===== src/rtl/div_seq_pkg.sv =====
`default_nettype none
// ============================================================================
// Module   : div_seq_pkg
// Brief    : Shared op codes, FSM states, flag bit positions and flag packer
//            for the multi-cycle divide sequencer.
// Revision : 1.0 - initial release
// ============================================================================
package div_seq_pkg;

    localparam logic [1:0] DIV_UDIV = 2'b00;
    localparam logic [1:0] DIV_UREM = 2'b01;
    localparam logic [1:0] DIV_SDIV = 2'b10;
    localparam logic [1:0] DIV_SREM = 2'b11;

    typedef enum logic [2:0] {
        S_IDLE = 3'd0,
        S_PREP = 3'd1,
        S_RUN  = 3'd2,
        S_FIX  = 3'd3,
        S_DONE = 3'd4
    } state_t;

    localparam int CIDX  = 0;
    localparam int VIDX  = 1;
    localparam int ZIDX  = 2;
    localparam int SIDX  = 3;
    localparam int PIDX  = 4;
    localparam int UIDX  = 5;
    localparam int N1IDX = 6;
    localparam int N2IDX = 7;

    // Result flags: Z/S/V come from the result, every other bit passes from fi.
    function automatic logic [7:0] make_flags(input logic [7:0] fi_in,
                                              input logic       z,
                                              input logic       s,
                                              input logic       v);
        logic [7:0] f;
        f       = fi_in;
        f[ZIDX] = z;
        f[SIDX] = s;
        f[VIDX] = v;
        return f;
    endfunction

endpackage
`default_nettype wire


===== src/rtl/div_seq_adder.sv =====
`default_nettype none
// ============================================================================
// Module   : div_seq_adder
// Brief    : Ripple-style WIDTH-bit adder with carry in/out; used as the
//            trial subtractor of the divider (ci=1, bi=~divisor).
// Revision : 1.0 - initial release
// ============================================================================
module div_seq_adder #(
    parameter int WIDTH = 33
) (
    input  logic [WIDTH-1:0] a,
    input  logic [WIDTH-1:0] bi,
    input  logic             ci,
    output logic [WIDTH-1:0] sum,
    output logic             co
);

    assign {co, sum} = {1'b0, a} + {1'b0, bi} + {{WIDTH{1'b0}}, ci};

endmodule
`default_nettype wire


===== src/rtl/div_seq.sv =====
`default_nettype none
// ============================================================================
// Module   : div_seq
// Brief    : Multi-cycle restoring divider (udiv/urem/sdiv/srem), one quotient
//            bit per cycle, with ALU-compatible res/fo/wb_en/flag_en outputs.
// Revision : 1.0 - initial release
// ============================================================================
module div_seq #(
    parameter int WIDTH = 32,
    parameter int CW    = 6
) (
    input  logic             clk,
    input  logic             reset,
    input  logic             start,
    input  logic [1:0]       op,
    input  logic [WIDTH-1:0] di,
    input  logic [WIDTH-1:0] bi,
    input  logic [7:0]       fi,
    input  logic             abort,
    output logic             busy,
    output logic             done,
    output logic [WIDTH-1:0] res,
    output logic [7:0]       fo,
    output logic             wb_en,
    output logic             flag_en
);
    import div_seq_pkg::*;

    state_t           r_state;
    state_t           w_state_nxt;

    logic [1:0]       r_op;
    logic [WIDTH-1:0] r_a;
    logic [WIDTH-1:0] r_b;
    logic [7:0]       r_fi;
    logic [WIDTH-1:0] r_dvd;
    logic [WIDTH-1:0] r_dvs;
    logic [WIDTH-1:0] r_rem;
    logic [CW-1:0]    r_cnt;
    logic             r_qneg;
    logic             r_rneg;
    logic             r_ovf;
    logic [WIDTH-1:0] r_res;
    logic [7:0]       r_fo;

    logic             w_signed;
    logic             w_a_neg;
    logic             w_b_neg;
    logic             w_b_zero;
    logic             w_ovf;
    logic [WIDTH-1:0] w_mag_a;
    logic [WIDTH-1:0] w_mag_b;
    logic [WIDTH-1:0] w_dz_res;
    logic [WIDTH:0]   w_trial;
    logic             w_trial_ok;
    logic             w_unused_trial_msb;
    logic [WIDTH-1:0] w_quo;
    logic [WIDTH-1:0] w_rmd;
    logic [WIDTH-1:0] w_fix_res;

    assign w_signed = r_op[1];
    assign w_a_neg  = w_signed & r_a[WIDTH-1];
    assign w_b_neg  = w_signed & r_b[WIDTH-1];
    assign w_b_zero = (r_b == '0);
    assign w_mag_a  = w_a_neg ? -r_a : r_a;
    assign w_mag_b  = w_b_neg ? -r_b : r_b;
    assign w_ovf    = w_signed && (r_a == {1'b1, {(WIDTH-1){1'b0}}}) && (r_b == '1);
    // Divide by zero: quotient saturates to all ones, remainder is the raw dividend.
    assign w_dz_res = r_op[0] ? r_a : '1;

    // Trial = {rem, next dividend bit} - divisor; carry out means no borrow.
    div_seq_adder #(
        .WIDTH (WIDTH + 1)
    ) u_trial (
        .a   ({r_rem, r_dvd[WIDTH-1]}),
        .bi  (~{1'b0, r_dvs}),
        .ci  (1'b1),
        .sum (w_trial),
        .co  (w_trial_ok)
    );
    // A successful trial is always below the divisor, so its MSB is zero.
    assign w_unused_trial_msb = w_trial[WIDTH];

    assign w_quo     = r_qneg ? -r_dvd : r_dvd;
    assign w_rmd     = r_rneg ? -r_rem : r_rem;
    assign w_fix_res = r_op[0] ? w_rmd : w_quo;

    always_ff @(posedge clk) begin
        if (reset) begin
            r_state <= S_IDLE;
        end else begin
            r_state <= w_state_nxt;
        end
    end

    always_comb begin
        w_state_nxt = r_state;
        case (r_state)
            S_IDLE, S_DONE: w_state_nxt = start ? S_PREP : S_IDLE;
            S_PREP:         w_state_nxt = w_b_zero ? S_DONE : S_RUN;
            S_RUN:          w_state_nxt = (r_cnt == CW'(1)) ? S_FIX : S_RUN;
            S_FIX:          w_state_nxt = S_DONE;
            default:        w_state_nxt = S_IDLE;
        endcase
        if (abort) begin
            w_state_nxt = S_IDLE;
        end
    end

    always_ff @(posedge clk) begin
        if (reset) begin
            r_op   <= '0;
            r_a    <= '0;
            r_b    <= '0;
            r_fi   <= '0;
            r_dvd  <= '0;
            r_dvs  <= '0;
            r_rem  <= '0;
            r_cnt  <= '0;
            r_qneg <= 1'b0;
            r_rneg <= 1'b0;
            r_ovf  <= 1'b0;
            r_res  <= '0;
            r_fo   <= '0;
        end else begin
            case (r_state)
                S_IDLE, S_DONE: begin
                    if (start && !abort) begin
                        r_op <= op;
                        r_a  <= di;
                        r_b  <= bi;
                        r_fi <= fi;
                    end
                end
                S_PREP: begin
                    r_dvd  <= w_mag_a;
                    r_dvs  <= w_mag_b;
                    r_rem  <= '0;
                    r_cnt  <= CW'(WIDTH);
                    r_qneg <= w_a_neg ^ w_b_neg;
                    r_rneg <= w_a_neg;
                    r_ovf  <= w_ovf;
                    if (w_b_zero && !abort) begin
                        r_res <= w_dz_res;
                        r_fo  <= make_flags(r_fi, (w_dz_res == '0), w_dz_res[WIDTH-1], 1'b1);
                    end
                end
                S_RUN: begin
                    if (w_trial_ok) begin
                        r_rem <= w_trial[WIDTH-1:0];
                    end else begin
                        r_rem <= {r_rem[WIDTH-2:0], r_dvd[WIDTH-1]};
                    end
                    r_dvd <= {r_dvd[WIDTH-2:0], w_trial_ok};
                    r_cnt <= r_cnt - CW'(1);
                end
                S_FIX: begin
                    if (!abort) begin
                        r_res <= w_fix_res;
                        r_fo  <= make_flags(r_fi, (w_fix_res == '0), w_fix_res[WIDTH-1], r_ovf);
                    end
                end
                default: ;
            endcase
        end
    end

    assign busy    = (r_state == S_PREP) || (r_state == S_RUN) || (r_state == S_FIX);
    assign done    = (r_state == S_DONE);
    assign wb_en   = (r_state == S_DONE);
    assign flag_en = (r_state == S_DONE);
    assign res     = r_res;
    assign fo      = r_fo;

endmodule
`default_nettype wire


===== config.mk =====
export PLATFORM = sky130hd
export DESIGN_NAME = div_seq
export DESIGN_NICKNAME = d
export VERILOG_FILES = /design/src/rtl/div_seq_pkg.sv /design/src/rtl/div_seq_adder.sv /design/src/rtl/div_seq.sv
export SDC_FILE = /design/constraint.sdc
export NUM_CORES = 1
export LEC_CHECK = 0
export ABC_AREA = 1
export CORE_MARGIN = 2
export CORE_UTILIZATION = 54
export DETAILED_ROUTE_END_ITERATION = 10
export PLACE_DENSITY = 0.78
export SLEW_MARGIN = 20
export SYNTH_ARGS = -nofsm -noshare
export SYNTH_HDL_FRONTEND = slang
export SYNTH_SLANG_ARGS = --single-unit

===== constraint.sdc =====
create_clock -name clk -period 2.4 [get_ports clk]
set_input_delay 0.48 -clock clk [delete_from_list [all_inputs] [get_ports clk]]
set_output_delay 0.48 -clock clk [all_outputs]
set_load 0.02 [all_outputs]

==> results.json <==
{
  "outcome": "finished with violations",
  "violations": "negative setup slack",
  "holdPathStages": 4,
  "core_area_sq_um": 26700,
  "grt_use_met1": 0.524,
  "grt_pass1_vias": 15600,
  "cp.arrival_ns": 2.90,
  "syn_area_sq_um": 14500,
  "synth_edf_count": 0,
  "p_seq_frac": 0.367,
  "vias": 17300,
  "min_to": "res[5]$_SDFFE_PP0P_",
  "end_kind": "flop",
  "synth_nets": 2452,
  "p_int_mw": 7.12,
  "nNetsFinal": 2661,
  "initial_core_util": 0.544,
  "ff2ff_path_depth": 13,
  "power_frac_comb": 0.259,
  "cts_tree": "yes",
  "rsz0062_at_grt": "true",
  "antenna_found_initial": 1,
  "drt-pass1-iter-count": 8,
  "avgSynthCellArea_sq_um": 6.22,
  "synth_top_area_frac": 0.301,
  "antenna_left": 0,
  "min_period_ns": 2.47,
  "finalNonFillerCells": 2902,
  "fin_skew_ns": 0.0320,
  "crit_type": "reg -> reg",
  "hold_violations": 0,
  "grt.busiest_layer": "met2",
  "grt.total_usage": 0.372,
  "cts_sinks": 218,
  "ir_worst_vdd_uv": 456,
  "antenna_cells": 0,
  "synth_area_leader_cell": "dfxtp_1",
  "swShare": 0.331,
  "max_freq_ghz": 0.405,
  "cts_root_buf": "clkbuf_16",
  "hold_class": "in -> reg",
  "worstReg2RegStart": "r_rem[5]$_SDFFE_PP0P_",
  "ys_seq_area_frac": 0.301,
  "synth_seq_cells": 218,
  "drcViolationCount": 0,
  "cp_max_fo": 6,
  "met3_usage": 0.0987,
  "synth_cell_types": 53,
  "grt_max_degree": 105,
  "numCtsBuffers": 25,
  "power_density_nw_per_um2": 569,
  "synth_cells": 2334,
  "clk_pin_slew_ns": 0.06,
  "pin_count": 122,
  "setup_viol": 4,
  "drive_above_1_share": 0.160,
  "p_leak_nw": 8.28,
  "slew_viol_final": 0,
  "synthFlopType": "dfxtp_1",
  "dp.final_hpwl_um": 40900,
  "tightestPinTransition_ns": 0.935,
  "yosysWarnings": 0,
  "drv_cap": 0,
  "p_sw_mw": 3.52,
  "die_height_um": 168,
  "pre_cts_ws_ns": -0.180,
  "drt_iter0_drc": 1999,
  "grt_pass1_wl_um": 83900,
  "vias_per_cell": 5.96,
  "clock_latency_ns": 0.55,
  "place_inst": 2833,
  "place_congestion": 0.971,
  "crit_required_ns": 2.84,
  "fin_ws_ns": -0.0675,
  "dieArea_sq_um": 28200,
  "gr-total-overflow": 0,
  "h-tree-depth": 1,
  "wire_per_inst_um": 19.5,
  "start_kind": "flop",
  "postCtsHoldBufs": 0,
  "slew_headroom": 0.376,
  "wl_um": 56600,
  "rrSetupSlack_ns": -0.07,
  "clkPwrFrac": 0.374,
  "area_growth_pct": 28.9,
  "std_cell_rows": 60,
  "cts_max_path_buffers": 3,
  "startpoint": "r_rem[5]$_SDFFE_PP0P_",
  "r2r_end": "r_rem[12]$_SDFFE_PP0P_",
  "async_flop_share": 0,
  "die_w_um": 168,
  "placement.io_buffers": 118,
  "post-route-period-util": 1.03,
  "min-delay-start": "reset",
  "use_met2": 0.556,
  "synth_area_leaders": "dfxtp_1, nand2_1, a21oi_1, o21ai_0, nand3_1"
}
==> flip-flops by register name (all words and copies together) (netlist names), 6 cells and up <==
register,count
r_b,32
res,31
r_dvs,32
r_dvd,32
r_rem,32
r_cnt,6
r_a,32
fo,8
==> routing by layer <==
metal / vias to the layer above / wire length (um)
li1: 8196 / -
met3: 165 / 6530
met2: 967 / 24000
met5: - / 10
met4: 2 / 1990
met1: 7979 / 24100
==> critical path: stages, from the launching register on <==
cell     delay [ns]
dfxtp_1        0.47
ha_4           0.27
a21oi_2        0.18
nor2_1         0.10
nor2_4         0.11
nand2_1        0.07
nand2_1        0.09
nand2_2        0.07
nand2_2        0.13
nand3_4        0.21
buf_12         0.21
a21oi_1        0.18
o21ai_1        0.10
a21oi_1        0.16
==> cell type report <==
type / instances / area [sq um]
sequential: 218 / 4380
inverter: 270 / 1020
fill: 2283 / 7950
clock buffer: 30 / 684
tap: 341 / 427
multi-input combinational: 1738 / 9300
timing repair buffer: 290 / 2730
clock inverter: 15 / 161
==> cells in the final DEF, fill, tap and decap left out, drive strengths merged, types with 13 or more instances in the layout <==
cell / synthesis / routed
a21oi: 245 / 245
a31oi: 32 / 32
buf: 39 / 166
clkbuf: 70 / 37
clkdlybuf4s50: 0 / 114
dfxtp: 218 / 218
ha: 39 / 39
inv: 269 / 273
nand2: 524 / 524
nand3: 203 / 204
nand4: 27 / 27
nor2: 270 / 270
nor3: 28 / 28
o211ai: 17 / 17
o21ai: 231 / 231
o22ai: 17 / 17
xnor2: 13 / 13
xor2: 28 / 28
==> cell families after synthesis <==
group | count (synthesis) | share of synthesized area
AO/OA/AOI/OAI | 585 | 0.220
flip-flops | 218 | 0.301
AND/OR/NAND/NOR | 1071 | 0.316
XOR/XNOR | 41 | 0.0247
adder cells (fa/ha/maj) | 40 | 0.0350
buffers and inverters | 379 | 0.103
==> power groups by stage <==
stage | Combinational [mW] | Clock, mW | Sequential (mW)
after floorplan | 1.44 | 0 | 3.93
after global placement | 2.24 | 0 | 3.97
after detailed placement | 2.27 | 0 | 3.97
after CTS | 2.32 | 3.98 | 3.89
after global routing | 2.97 | 4.14 | 3.92
final | 2.75 | 3.98 | 3.91
==> how the worst max path moves through the flow <==
stage / to / cells past startpoint
final: r_rem[12]$_SDFFE_PP0P_ / 13
after global routing: r_rem[12]$_SDFFE_PP0P_ / 13
after CTS: fo[2]$_SDFFE_PP0P_ / 16
after detailed placement: r_rem[30]$_SDFFE_PP0P_ / 16
after global placement: r_rem[30]$_SDFFE_PP0P_ / 16
after floorplan: r_rem[22]$_SDFFE_PP0P_ / 17
==> Yosys cell counts, drive strengths merged (5+ instances only) <==
master  number
dfxtp      218
o221ai      10
ha          39
a21oi      245
nand4       27
nor3        28
inv        269
nand3b       5
a31oi       32
xor2        28
o21ai      231
buf         39
nor4        10
a211oi      10
clkbuf      70
xnor2       13
o211ai      17
nand3      203
nor2       270
o22ai       17
o21bai       5
nand2      524
a21o         5
==> stage by stage <==
step | hold slack, ns | TNS [ns] | cell area [sq um] | power (mW) | utilization
floorplan | 0.445 | 0 | 14500 | 5.37 | -
global placement | 0.458 | -0.559 | 16900 | 6.20 | 0.632
detailed placement | 0.464 | -1.81 | 16900 | 6.24 | 0.632
CTS | 0.427 | 0 | 17800 | 10.2 | 0.667
global route | 0.487 | -2.67 | 18700 | 11.0 | 0.702
finish | 0.445 | -0.124 | 18700 | 10.6 | 0.702
==> repair_timing <==
action | CTS | global route
cloned | 0 | 8
resized for setup | 22 | 169
buffers inserted | 1 | 15
hold endpoints to repair | 0 | 0
endpoints found under the setup margin | 34 | 79
pin swaps | 0 | 35
No activity file was read; power rests on OpenSTA's default activity.
